`config.mk`:
```
export PLATFORM = sky130hd
export DESIGN_NAME = cpu_step_ctrl
export DESIGN_NICKNAME = d
export VERILOG_FILES = /design/src/rtl/cpu_step_ctrl.sv
export SDC_FILE = /design/constraint.sdc
export NUM_CORES = 1
export LEC_CHECK = 0
export BUFFER_PORTS_ARGS = -buffer_cell sky130_fd_sc_hd__buf_2
export CAP_MARGIN = 10
export CORE_ASPECT_RATIO = 1.2
export CORE_MARGIN = 4
export CORE_UTILIZATION = 50
export DETAILED_ROUTE_END_ITERATION = 6
export PLACE_DENSITY = 0.76
export SLEW_MARGIN = 25
export SYNTH_ARGS = -nofsm -noshare
export SYNTH_HDL_FRONTEND = slang
export SYNTH_SLANG_ARGS = --single-unit
```
`constraint.sdc`:
```
create_clock -name fastclk -period 1.85 [get_ports fastclk]
set_input_delay 0.37 -clock fastclk [delete_from_list [all_inputs] [get_ports fastclk]]
set_output_delay 0.37 -clock fastclk [all_outputs]
set_load 0.01 [all_outputs]
```
`src/rtl/cpu_step_ctrl.sv`:
```
// ============================================================================
// cpu_step_ctrl
// ----------------------------------------------------------------------------
// Run/step/halt scheduler for the CPU. It drives the CPU clock-enable with
// single-cycle pulses: one every 2^DIV_W fastclk cycles in run mode, or one
// per (optionally debounced) pushbutton press in step mode. Pulses stop while
// the CPU reports halt. Everything lives in the fastclk domain.
//
// Build option:
//   CPU_STEP_DEBOUNCE_EN  defined   -> pushbutton passes through a counter
//                                      based debounce filter (DB_W bits).
//                         undefined -> no filter and no DB_W parameter; the
//                                      synchronized button is used directly
//                                      (fast simulation build).
//
// Parameters:
//   DIV_W       free-run enable period is 2^DIV_W fastclk cycles
//   DB_W        button must differ from the filtered value for 2^DB_W
//               consecutive cycles before the filter follows it
//               (only present with CPU_STEP_DEBOUNCE_EN)
//
// Ports:
//   fastclk     in   1   sole clock, rising edge
//   n_reset     in   1   asynchronous active-low reset
//   run         in   1   raw slide switch (async): 1 = run, 0 = step
//   step_btn    in   1   raw pushbutton (async), active-high
//   halt        in   1   CPU halted flag, already synchronous to fastclk
//   cpu_en      out  1   registered one-cycle clock-enable pulse
//   step_count  out 16   number of cpu_en pulses issued, wraps
//   state       out  2   STEP=2'b00, RUN=2'b01, HALT=2'b10
// ============================================================================
module cpu_step_ctrl #(
    parameter int unsigned DIV_W = 25
`ifdef CPU_STEP_DEBOUNCE_EN
    ,
    parameter int unsigned DB_W  = 20
`endif
) (
    input  logic        fastclk,
    input  logic        n_reset,
    input  logic        run,
    input  logic        step_btn,
    input  logic        halt,
    output logic        cpu_en,
    output logic [15:0] step_count,
    output logic [1:0]  state
);

    typedef enum logic [1:0] {
        ST_STEP = 2'b00,
        ST_RUN  = 2'b01,
        ST_HALT = 2'b10
    } state_e;

    // ------------------------------------------------------------------
    // Input synchronizers (run switch and pushbutton are asynchronous)
    // ------------------------------------------------------------------
    logic run_meta_q;
    logic run_s_q;
    logic btn_meta_q;
    logic btn_s_q;

    // Two-flop synchronizers for the raw board inputs.
    always_ff @(posedge fastclk or negedge n_reset) begin
        if (!n_reset) begin
            run_meta_q <= 1'b0;
            run_s_q    <= 1'b0;
            btn_meta_q <= 1'b0;
            btn_s_q    <= 1'b0;
        end else begin
            run_meta_q <= run;
            run_s_q    <= run_meta_q;
            btn_meta_q <= step_btn;
            btn_s_q    <= btn_meta_q;
        end
    end

    // ------------------------------------------------------------------
    // Button conditioning: filtered level db_s
    // ------------------------------------------------------------------
    logic db_s;

`ifdef CPU_STEP_DEBOUNCE_EN
    logic            db_filt_q;
    logic            db_filt_d;
    logic [DB_W-1:0] dbc_q;
    logic [DB_W-1:0] dbc_d;

    // Debounce next-state: the filter only follows the button after it has
    // disagreed for 2^DB_W consecutive cycles; any agreement restarts the
    // count, so bounces shorter than that never reach db.
    always_comb begin
        db_filt_d = db_filt_q;
        dbc_d     = dbc_q;
        if (btn_s_q == db_filt_q) begin
            dbc_d = '0;
        end else if (&dbc_q) begin
            db_filt_d = btn_s_q;
            dbc_d     = '0;
        end else begin
            dbc_d = dbc_q + DB_W'(1);
        end
    end

    // Debounce filter registers.
    always_ff @(posedge fastclk or negedge n_reset) begin
        if (!n_reset) begin
            db_filt_q <= 1'b0;
            dbc_q     <= '0;
        end else begin
            db_filt_q <= db_filt_d;
            dbc_q     <= dbc_d;
        end
    end

    assign db_s = db_filt_q;
`else
    assign db_s = btn_s_q;
`endif

    // ------------------------------------------------------------------
    // Rising-edge detect on the filtered button
    // ------------------------------------------------------------------
    logic db_dly_q;
    logic btn_rise_s;

    // One-cycle delayed copy of the filtered button level.
    always_ff @(posedge fastclk or negedge n_reset) begin
        if (!n_reset) begin
            db_dly_q <= 1'b0;
        end else begin
            db_dly_q <= db_s;
        end
    end

    assign btn_rise_s = db_s & ~db_dly_q;

    // ------------------------------------------------------------------
    // Scheduler FSM, divider, enable pulse and pulse counter
    // ------------------------------------------------------------------
    state_e           state_q;
    state_e           state_d;
    logic [DIV_W-1:0] div_q;
    logic [DIV_W-1:0] div_d;
    logic             cpu_en_q;
    logic             cpu_en_d;
    logic [15:0]      step_count_q;
    logic [15:0]      step_count_d;

    // Next mode: halt dominates, then the synchronized run switch. HALT is
    // left as soon as halt drops and the switch picks the new mode.
    always_comb begin
        if (halt) begin
            state_d = ST_HALT;
        end else if (run_s_q) begin
            state_d = ST_RUN;
        end else begin
            state_d = ST_STEP;
        end
    end

    // Divider counts only while staying in RUN; any other cycle clears it so
    // each entry into RUN waits a full period before the first pulse.
    always_comb begin
        if ((state_q == ST_RUN) && (state_d == ST_RUN)) begin
            div_d = div_q + DIV_W'(1);
        end else begin
            div_d = '0;
        end
    end

    // Enable pulse: the mode must be stable across this edge (same mode now
    // and next), so a press or divider wrap coinciding with a mode change or
    // halt rising is dropped rather than queued.
    always_comb begin
        case (state_q)
            ST_RUN:  cpu_en_d = ~halt & run_s_q & (&div_q);
            ST_STEP: cpu_en_d = ~halt & ~run_s_q & btn_rise_s;
            ST_HALT: cpu_en_d = 1'b0;
            default: cpu_en_d = 1'b0;
        endcase
    end

    // Pulse counter advances once per issued enable pulse, wrapping at 16 bits.
    always_comb begin
        if (cpu_en_q) begin
            step_count_d = step_count_q + 16'd1;
        end else begin
            step_count_d = step_count_q;
        end
    end

    // Scheduler state and output registers.
    always_ff @(posedge fastclk or negedge n_reset) begin
        if (!n_reset) begin
            state_q      <= ST_STEP;
            div_q        <= '0;
            cpu_en_q     <= 1'b0;
            step_count_q <= 16'd0;
        end else begin
            state_q      <= state_d;
            div_q        <= div_d;
            cpu_en_q     <= cpu_en_d;
            step_count_q <= step_count_d;
        end
    end

    assign cpu_en     = cpu_en_q;
    assign step_count = step_count_q;
    assign state      = state_q;

endmodule

```
==> key figures, run 1 <==
Status
  – Status: completed

Pwr
  – Int Pwr: roughly 1.5 mW
  – Leakage power total: 1.12 nW
  – Clock network fraction of design power: 0.362
  – Worst IR Drop VDD: around 0.00059 V
  – Total power density per cell area: 810 nW/um^2
  – Switching power summed over all nets: approximately 450 uW
  – Combinational share of power: 0.065
  – Sw Share: 0.227
  – Portion of total power attributed to sequential cells: 0.573

Synthesis
  – Main combinational cell family by area after synthesis: simple AND/OR/NAND/NOR gates
  – Ys async rst share: 1.00
  – Average footprint of a synthesized cell: 11.1 sq um
  – Top_reg_cell synth: dfrtp_1
  – Library cell occupying the most area in the post-synthesis netlist: dfrtp_1
  – Cell area after technology mapping: about 2200 sq um
  – Synth unique cells: 36
  – Yosys reg bits: 49
  – Simple-gate share of the synthesized area: 0.228
  – Post-Synth XOR/XNOR Area: 0.104
  – Number of enable flip-flop cells after synthesis: 0
  – Leading cell types by total area after synthesis: dfrtp_1 (56%), xnor2_1 (6.8%), nand4_1 (4.0%)
  – Area fraction of the dominant cell type after synthesis: 0.562
  – Adder-cell share of the synthesized area: 0.0115
  – Mux share of post-synthesis cell area: 0.0143
  – Ys Warns: 0
  – Fraction of the yosys area taken by sequential cells: 0.562
  – Post-Synthesis Net Count: 203
  – Compound-cell area share of the yosys netlist: 0.0568
  – Synth Instances: 196

Floorplan
  – Cell row count: 26
  – Die height: 80.4 microns
  – Die outline area: roughly 5500 sq um
  – Die Span X: 68.3 microns
  – Core Footprint: between 4000 and 5000 sq um
  – Starting utilization of the core area: 0.516
  – Number of primary I/O pins: 24

Clock tree
  – Post-cts hold buffer count: 0
  – CTS buffer count: 5
  – Count of H-tree levels built during CTS: 2
  – TritonCTS clock tree: built
  – Worst-skew pair later-pin latency: 300 ps
  – CTS resizes: 0
  – Clk buf depth: 2
  – Clk pin slew, worst setup/hold paths: approximately 80 ps
  – Clock tree root driver cell: clkbuf_8
  – TritonCTS sink count: just under 50
  – Number of buffers inserted to repair setup after CTS: 0

Layout
  – Net count reported at finish: around 230
  – Area taken by multi-input logic gates: slightly above 900 sq um
  – Register cell area after layout: between 1000 and 1500 sq um
  – Final instance area: 2470 sq um
  – Ratio of cells with drive above 1 in the final layout: 0.192
  – Fill count: between 300 and 400
  – Ant diodes: 0
  – Synthesis-to-layout area growth: 13.2%

Global routing
  – GRT Resource Usage Total: 0.160
  – Global-route wire length before repair: between 6 and 7 mm
  – Vias in the first global route: 1,512
  – Largest net degree at the start of global routing: 32
  – Total congestion overflow: 0
  – Number of antenna violations at the first check in global routing: 0

STA
  – Max transition margin: 0.698
  – Shortest clock period the worst path allows after layout: ~1700 ps
  – Pins over their slew limit: 0
  – Unrepaired setup endpoints after global routing: no
  – Worst slew pin tran: 453 ps
  – Setup Viol. Count Final: 0
  – Portion of the clock cycle consumed by the worst path in the final layout: 0.912
  – Final hold violations: 0
  – F_max: roughly 0.6 GHz
  – Summed negative setup slack over all endpoints: 0 ps
  – Final clock skew: 5.95 ps
  – WHS: around 6.6 ps

Detailed routing
  – Total length of routed wires: just under 4 mm
  – Antenna violation net count after detailed routing: 0
  – Number of vias in the routed layout: 1,539
  – Iteration count of the initial detailed-routing pass: 4
  – Count of routing violations after the opening detailed-route iteration: ~110
  – Via-per-instance ratio: ~5.5
  – Wirelength per Cell: 13.9 microns
  – Post-detailed-route DRC marker count: 0

Critical path
  – CP arrival: between 1500 and 2000 ps
  – R2r endpoint: div_q[16]$_DFF_PN0_
  – Critical path launch point type: register
  – Worst Reg2Reg Path Length in Cells: 5
  – Required time at the endpoint of the critical path: between 2000 and 2500 ps
  – Start point of the critical path: div_q[0]$_DFF_PN0_
  – Flop-to-flop setup slack: approximately 160 ps
  – Maximum net fanout on the critical path: 6
  – Category of the critical setup timing path: reg -> reg
  – Setup crit end kind: register
  – Launch instance of the worst register-to-register path: div_q[0]$_DFF_PN0_

Worst hold path
  – Worst Hold Class: in -> async

Place
  – Final weighted congestion in routability-driven placement: roughly 0.79
  – Placed wire-length estimate after detailed placement: between 2 and 3 mm
  – Number of input and output port buffers inserted: 23
  – Post-placement cell area: 2370 sq um

Job
  – Reported max-cap violation count: 0
-- sequential cells by signal, summed over array words and instances (netlist names) --
register    count
db_dly_q        1
btn_meta_q      1
state           2
run_s_q         1
div_q          25
run_meta_q      1
step_count     16
btn_s_q         1
cpu_en          1
-- synth_stat cells (all sizes together), types with 5 or more instances --
| cell type | number |
|---|---|
| nand3 | 15 |
| xor2 | 9 |
| o21ai | 5 |
| nor2 | 19 |
| and4 | 5 |
| nand4 | 14 |
| dfrtp | 49 |
| nand2 | 12 |
| a21oi | 7 |
| and3 | 6 |
| xnor2 | 17 |
-- per-stage QoR --
step	instances	util	worst slack, ps	total power, mW
2_1_floorplan	196	-	376	1.22
3_3_place_gp	273	0.560	281	1.29
3_5_place_dp	273	0.560	153	1.30
4_1_cts	280	0.584	161	2.04
5_1_grt	280	0.584	35.4	2.10
6_report	280	0.584	162	2.00
-- power by group through the flow --
stage | Clock (mW) | Combinational (mW) | Sequential, mW
after floorplan | 0 | 0.0477 | 1.17
after global placement | 0 | 0.127 | 1.17
after detailed placement | 0 | 0.131 | 1.17
after CTS | 0.756 | 0.136 | 1.15
after global routing | 0.794 | 0.150 | 1.15
final | 0.724 | 0.131 | 1.15
-- logic make-up (layout without fill, tap and decap cells) --
group,after synthesis,in the layout
buf+inv,8,36
fa+ha+maj,2,2
compound gates,20,20
mux,3,3
xor+xnor,26,26
flops,49,49
simple gates,88,88
-- worst max-delay path: stages, from the launching register on --
cell     delay (ps)
dfrtp_1         370
ha_1            220
and3_1          280
nand4_1         210
or3_1           370
a21oi_1         160
-- cell usage in the layout (no fill, tap or decap), drive strengths merged, types with 2 or more instances in the layout --
master  Yosys  routed
o21ai       5       5
nand4      14      14
inv         2       2
o31ai       2       2
a31oi       2       2
or4         3       3
ha          2       2
nand3      15      15
and2        4       4
or3         4       4
a41o        2       2
xor2        9       9
and3        6       6
nor2       19      19
nand2b      2       2
mux2i       2       2
a21oi       7       7
clkbuf      3       5
xnor2      17      17
dfrtp      49      49
buf         3      27
and4        5       5
nand2      12      12
-- cell type report --
cell class | count | area share
multi-input cells | 139 | 0.367
repair buffers | 27 | 0.0638
clock buffers | 5 | 0.0278
flip-flops and latches | 49 | 0.496
clock inverters | 2 | 0.0142
well taps | 56 | 0.0284
inverters | 2 | 0.00304
-- how the worst max path moves through the flow --
stage | endpoint | slack [ps] | depth (start not counted)
floorplan | div_q[17]$_DFF_PN0_ | 380 | 5
global route | div_q[18]$_DFF_PN0_ | 40 | 5
CTS | div_q[16]$_DFF_PN0_ | 160 | 5
detailed placement | div_q[16]$_DFF_PN0_ | 150 | 5
global placement | div_q[17]$_DFF_PN0_ | 280 | 4
finish | div_q[16]$_DFF_PN0_ | 160 | 5
-- metal layers --
layer,global-route usage,up-vias,routed length (microns)
li1,-,753,-
met1,0.196,751,1700
met2,0.261,29,1970
met3,0.0462,6,160
met4,0.0596,0,45
met5,0,-,0
(Power assumes the default switching activity.)
==> run 2, diff against run 1 <==
--- a/config.mk
+++ b/config.mk
@@ -5,13 +5,14 @@
 export SDC_FILE = /design/constraint.sdc
 export NUM_CORES = 1
 export LEC_CHECK = 0
+export ABC_AREA = 1
 export BUFFER_PORTS_ARGS = -buffer_cell sky130_fd_sc_hd__buf_2
 export CAP_MARGIN = 10
 export CORE_ASPECT_RATIO = 1.2
 export CORE_MARGIN = 4
-export CORE_UTILIZATION = 50
+export CORE_UTILIZATION = 58
 export DETAILED_ROUTE_END_ITERATION = 6
-export PLACE_DENSITY = 0.76
+export PLACE_DENSITY = 0.85
 export SLEW_MARGIN = 25
 export SYNTH_ARGS = -nofsm -noshare
 export SYNTH_HDL_FRONTEND = slang
==> run 2 against run 1 <==
Clock-buffer cell count unchanged. Sequential share of layout area decreased by 4.0 points. Clock skew is essentially flat. Sequential power is essentially flat. Critical path type unchanged. Critical endpoint is now div_q[22]$_DFF_PN0_.
==> key figures, run 2 <==
Status
  – Status: completed (unchanged)

Global routing
  – GRT Resource Usage Total: 0.205 (was 0.160)
  – Number of antenna violations at the first check in global routing: 0 (unchanged)
  – Vias in the first global route: 1,944 (was 1,512)
  – Global-route wire length before repair: 8.31 mm (was 6.59 mm)
  – Largest net degree at the start of global routing: 50 (was 32)
  – Total congestion overflow: 0 (unchanged)

STA
  – Portion of the clock cycle consumed by the worst path in the final layout: 0.803 (was 0.912)
  – Summed negative setup slack over all endpoints: 0 ps (unchanged)
  – Unrepaired setup endpoints after global routing: no (unchanged)
  – F_max: 0.673 GHz (was 0.592 GHz)
  – Final hold violations: 0 (unchanged)
  – Max transition margin: 0.606 (was 0.698)
  – Pins over their slew limit: 0 (unchanged)
  – Worst slew pin tran: 592 ps (was 453 ps)
  – Setup Viol. Count Final: 0 (unchanged)
  – Shortest clock period the worst path allows after layout: 1480 ps (was 1690 ps)
  – Final clock skew: 6.33 ps (was 5.95 ps)

Layout
  – Area taken by multi-input logic gates: 1030 sq um (was 906 sq um)
  – Ratio of cells with drive above 1 in the final layout: 0.153 (was 0.192)
  – Net count reported at finish: 328 (was 231)
  – Commonest non-fill, non-tap cell in the layout: nand2_1 (was dfrtp_1)
  – Synthesis-to-layout area growth: 11.7% (was 13.2%)
  – Most flop-heavy register: div_q (unchanged)
  – Flip-flop count of the largest register, all copies and words added: 25 (unchanged)
  – Register cell area after layout: 1230 sq um (unchanged)
  – Final core utilization: 0.676 (was 0.584)
  – Fill count: 321 (was 375)
  – Top library cells by usage in the layout, fill and taps aside: nand2_1 (68), nor2_1 (58), dfrtp_1 (49) (was dfrtp_1 (49), buf_2 (23), nor2_1 (19))
  – Ant diodes: 0 (unchanged)

Detailed routing
  – Via-per-instance ratio: 5.15 (was 5.50)
  – Antenna violation net count after detailed routing: 0 (unchanged)
  – Total length of routed wires: 4.58 mm (was 3.88 mm)
  – Met2 routed wirelength: 2.45 mm (was 1.97 mm)
  – M1 WL: 1.84 mm (was 1.70 mm)
  – Met3 Routed Length: 193 microns (was 160 microns)
  – Uppermost layer routed: met4 (unchanged)
  – Number of vias in the routed layout: 1,932 (was 1,539)
  – Count of routing violations after the opening detailed-route iteration: 87 (was 107)
  – Post-detailed-route DRC marker count: 0 (unchanged)
  – Wirelength per Cell: 12.2 microns (was 13.9 microns)
  – Iteration count of the initial detailed-routing pass: 4 (unchanged)

Critical path
  – Start point of the critical path: div_q[0]$_DFF_PN0_ (unchanged)
  – Peak per-stage delay on the critical path: 400 ps (was 370 ps)
  – Maximum net fanout on the critical path: 5 (was 6)
  – Category of the critical setup timing path: reg -> reg (unchanged)
  – Setup crit end kind: register (unchanged)
  – Crit path max-delay cell type: dfrtp_1 (unchanged)
  – Required time at the endpoint of the critical path: 2040 ps (was 2070 ps)
  – Critical path launch point type: register (unchanged)
  – Ordered cell list for the critical path: ha_1 -> nand2_2 -> nor2_2 -> nand3_2 -> nor2_2 -> nand2_1 -> nand2_1 -> nor2_1 (was ha_1 -> and3_1 -> nand4_1 -> or3_1 -> a21oi_1)
  – Buf/Inv on CP: 0 (unchanged)
  – Launch instance of the worst register-to-register path: div_q[0]$_DFF_PN0_ (unchanged)
  – Kind of cell adding the most delay to the critical path: simple AND/OR/NAND/NOR gates (unchanged)
  – CP arrival: 1680 ps (was 1910 ps)

Synthesis
  – Number of enable flip-flop cells after synthesis: 0 (unchanged)
  – Synth Instances: 292 (was 196)
  – Ys async rst share: 1.00 (unchanged)
  – Area fraction of the dominant cell type after synthesis: 0.510 (was 0.562)
  – Yosys reg bits: 49 (unchanged)
  – Most common library cells after synthesis: nand2_1 (68), nor2_1 (58), dfrtp_1 (49), inv_1 (34), nand3_1 (13) (was dfrtp_1 (49), nor2_1 (19), xnor2_1 (17), nand3_1 (14), nand4_1 (14))
  – Ys Warns: 0 (unchanged)
  – Post-Synthesis Net Count: 299 (was 203)
  – Leading cell types by total area after synthesis: dfrtp_1 (51%), nand2_1 (11%), nor2_1 (9.1%) (was dfrtp_1 (56%), xnor2_1 (6.8%), nand4_1 (4.0%))
  – Leading cell type by number of instances after synthesis: nand2_1 (was dfrtp_1)
  – Top_reg_cell synth: dfrtp_1 (unchanged)
  – Fraction of the yosys area taken by sequential cells: 0.510 (was 0.562)
  – Average footprint of a synthesized cell: 8.23 sq um (was 11.1 sq um)
  – Cell area after technology mapping: 2400 sq um (was 2180 sq um)
  – Synth unique cells: 25 (was 36)
  – Library cell occupying the most area in the post-synthesis netlist: dfrtp_1 (unchanged)

Floorplan
  – Starting utilization of the core area: 0.605 (was 0.516)
  – Number of primary I/O pins: 24 (unchanged)
  – Die height: 78.5 microns (was 80.4 microns)
  – Die Span X: 66.8 microns (was 68.3 microns)
  – Die outline area: 5240 sq um (was 5490 sq um)
  – Core Footprint: 3970 sq um (was 4230 sq um)
  – Cell row count: 25 (was 26)

Place
  – Number of input and output port buffers inserted: 23 (unchanged)
  – Placed wire-length estimate after detailed placement: 3.41 mm (was 2.71 mm)
  – Final weighted congestion in routability-driven placement: 0.908 (was 0.790)

Clock tree
  – TritonCTS sink count: 49 (unchanged)
  – TritonCTS clock tree: built (unchanged)
  – Number of buffers inserted to repair setup after CTS: 0 (unchanged)
  – Clock tree root driver cell: clkbuf_8 (unchanged)
  – CTS resizes: 0 (unchanged)
  – Post-cts hold buffer count: 0 (unchanged)
  – Worst-skew pair later-pin latency: 300 ps (about the same)
  – Clk buf depth: 2 (unchanged)
  – Count of H-tree levels built during CTS: 2 (unchanged)
  – Clk pin slew, worst setup/hold paths: 80 ps (about the same)
  – CTS buffer count: 5 (unchanged)

Pwr
  – Total power density per cell area: 738 nW/um^2 (was 810 nW/um^2)
  – Leakage power total: 1.20 nW (was 1.12 nW)
  – Worst IR Drop VDD: 0.000526 V (was 0.000595 V)
  – Pwr Total: 1.98 mW (was 2.00 mW)

Job
  – Reported max-cap violation count: 0 (unchanged)

Worst hold path
  – Worst Hold Class: in -> async (unchanged)
==> run 2: changes by cell type in the layout (fill, tap and decap cells not counted), sizes merged, moves of 4 or more <==
cell,previous run,this run
or3,4,0
nor2,19,67
and4,5,0
nand4,14,7
inv,2,34
and3,6,1
nand2,12,72
xnor2,17,7
==> run 2: report_power, final <==
group          internal [mW]  total (mW)  leakage [nW]  switching (mW)
Combinational         0.0452       0.122         0.482          0.0768
Sequential              1.10        1.13         0.667          0.0306
Clock                  0.393       0.728        0.0540           0.335
==> run 2: final timing paths <==
path	cells after the start	to	slack [ps]
max	8	div_q[22]$_DFF_PN0_	370
min	2	div_q[21]$_DFF_PN0_	150
max reg2reg	8	div_q[22]$_DFF_PN0_	370
min reg2reg	0	run_s_q$_DFF_PN0_	360
max in group asynchronous	2	div_q[12]$_DFF_PN0_	1300
min in group fastclk	1	run_meta_q$_DFF_PN0_	180
==> run 2: cell type report <==
class                           instances  share of cell area
Clock buffer                            5              0.0256
Clock inverter                          2              0.0130
Multi-Input combinational cell        206               0.384
Sequential cell                        49               0.457
Tap cell                               54              0.0252
Timing Repair Buffer                   25              0.0485
Inverter                               34              0.0475
==> run 2: per-stage QoR <==
| step | instance area [sq um] | instances | setup slack, ps | hold slack [ps] |
|---|---|---|---|---|
| 2_1_floorplan | 2400 | 292 | 523 | 74.4 |
| 3_3_place_gp | 2580 | 368 | 482 | 333 |
| 3_5_place_dp | 2580 | 368 | 389 | 340 |
| 4_1_cts | 2690 | 375 | 370 | 169 |
| 5_1_grt | 2690 | 375 | 228 | 161 |
| 6_report | 2690 | 375 | 365 | 154 |
==> run 2: logic make-up after synthesis <==
kind of cell | Yosys count | share of synthesized area
DFF | 49 | 0.510
buffers and inverters | 37 | 0.0614
adders and majority gates | 2 | 0.0104
AOI/OAI and AO/OA | 16 | 0.0359
and+or+nand+nor | 169 | 0.313
xor gates and xnor gates | 19 | 0.0692
==> run 2: per-layer routing <==
| layer | vias up | global-route usage |
|---|---|---|
| li1 | 961 | - |
| met1 | 909 | 0.230 |
| met2 | 51 | 0.367 |
| met3 | 11 | 0.0501 |
| met4 | 0 | 0.0772 |
| met5 | - | 0 |
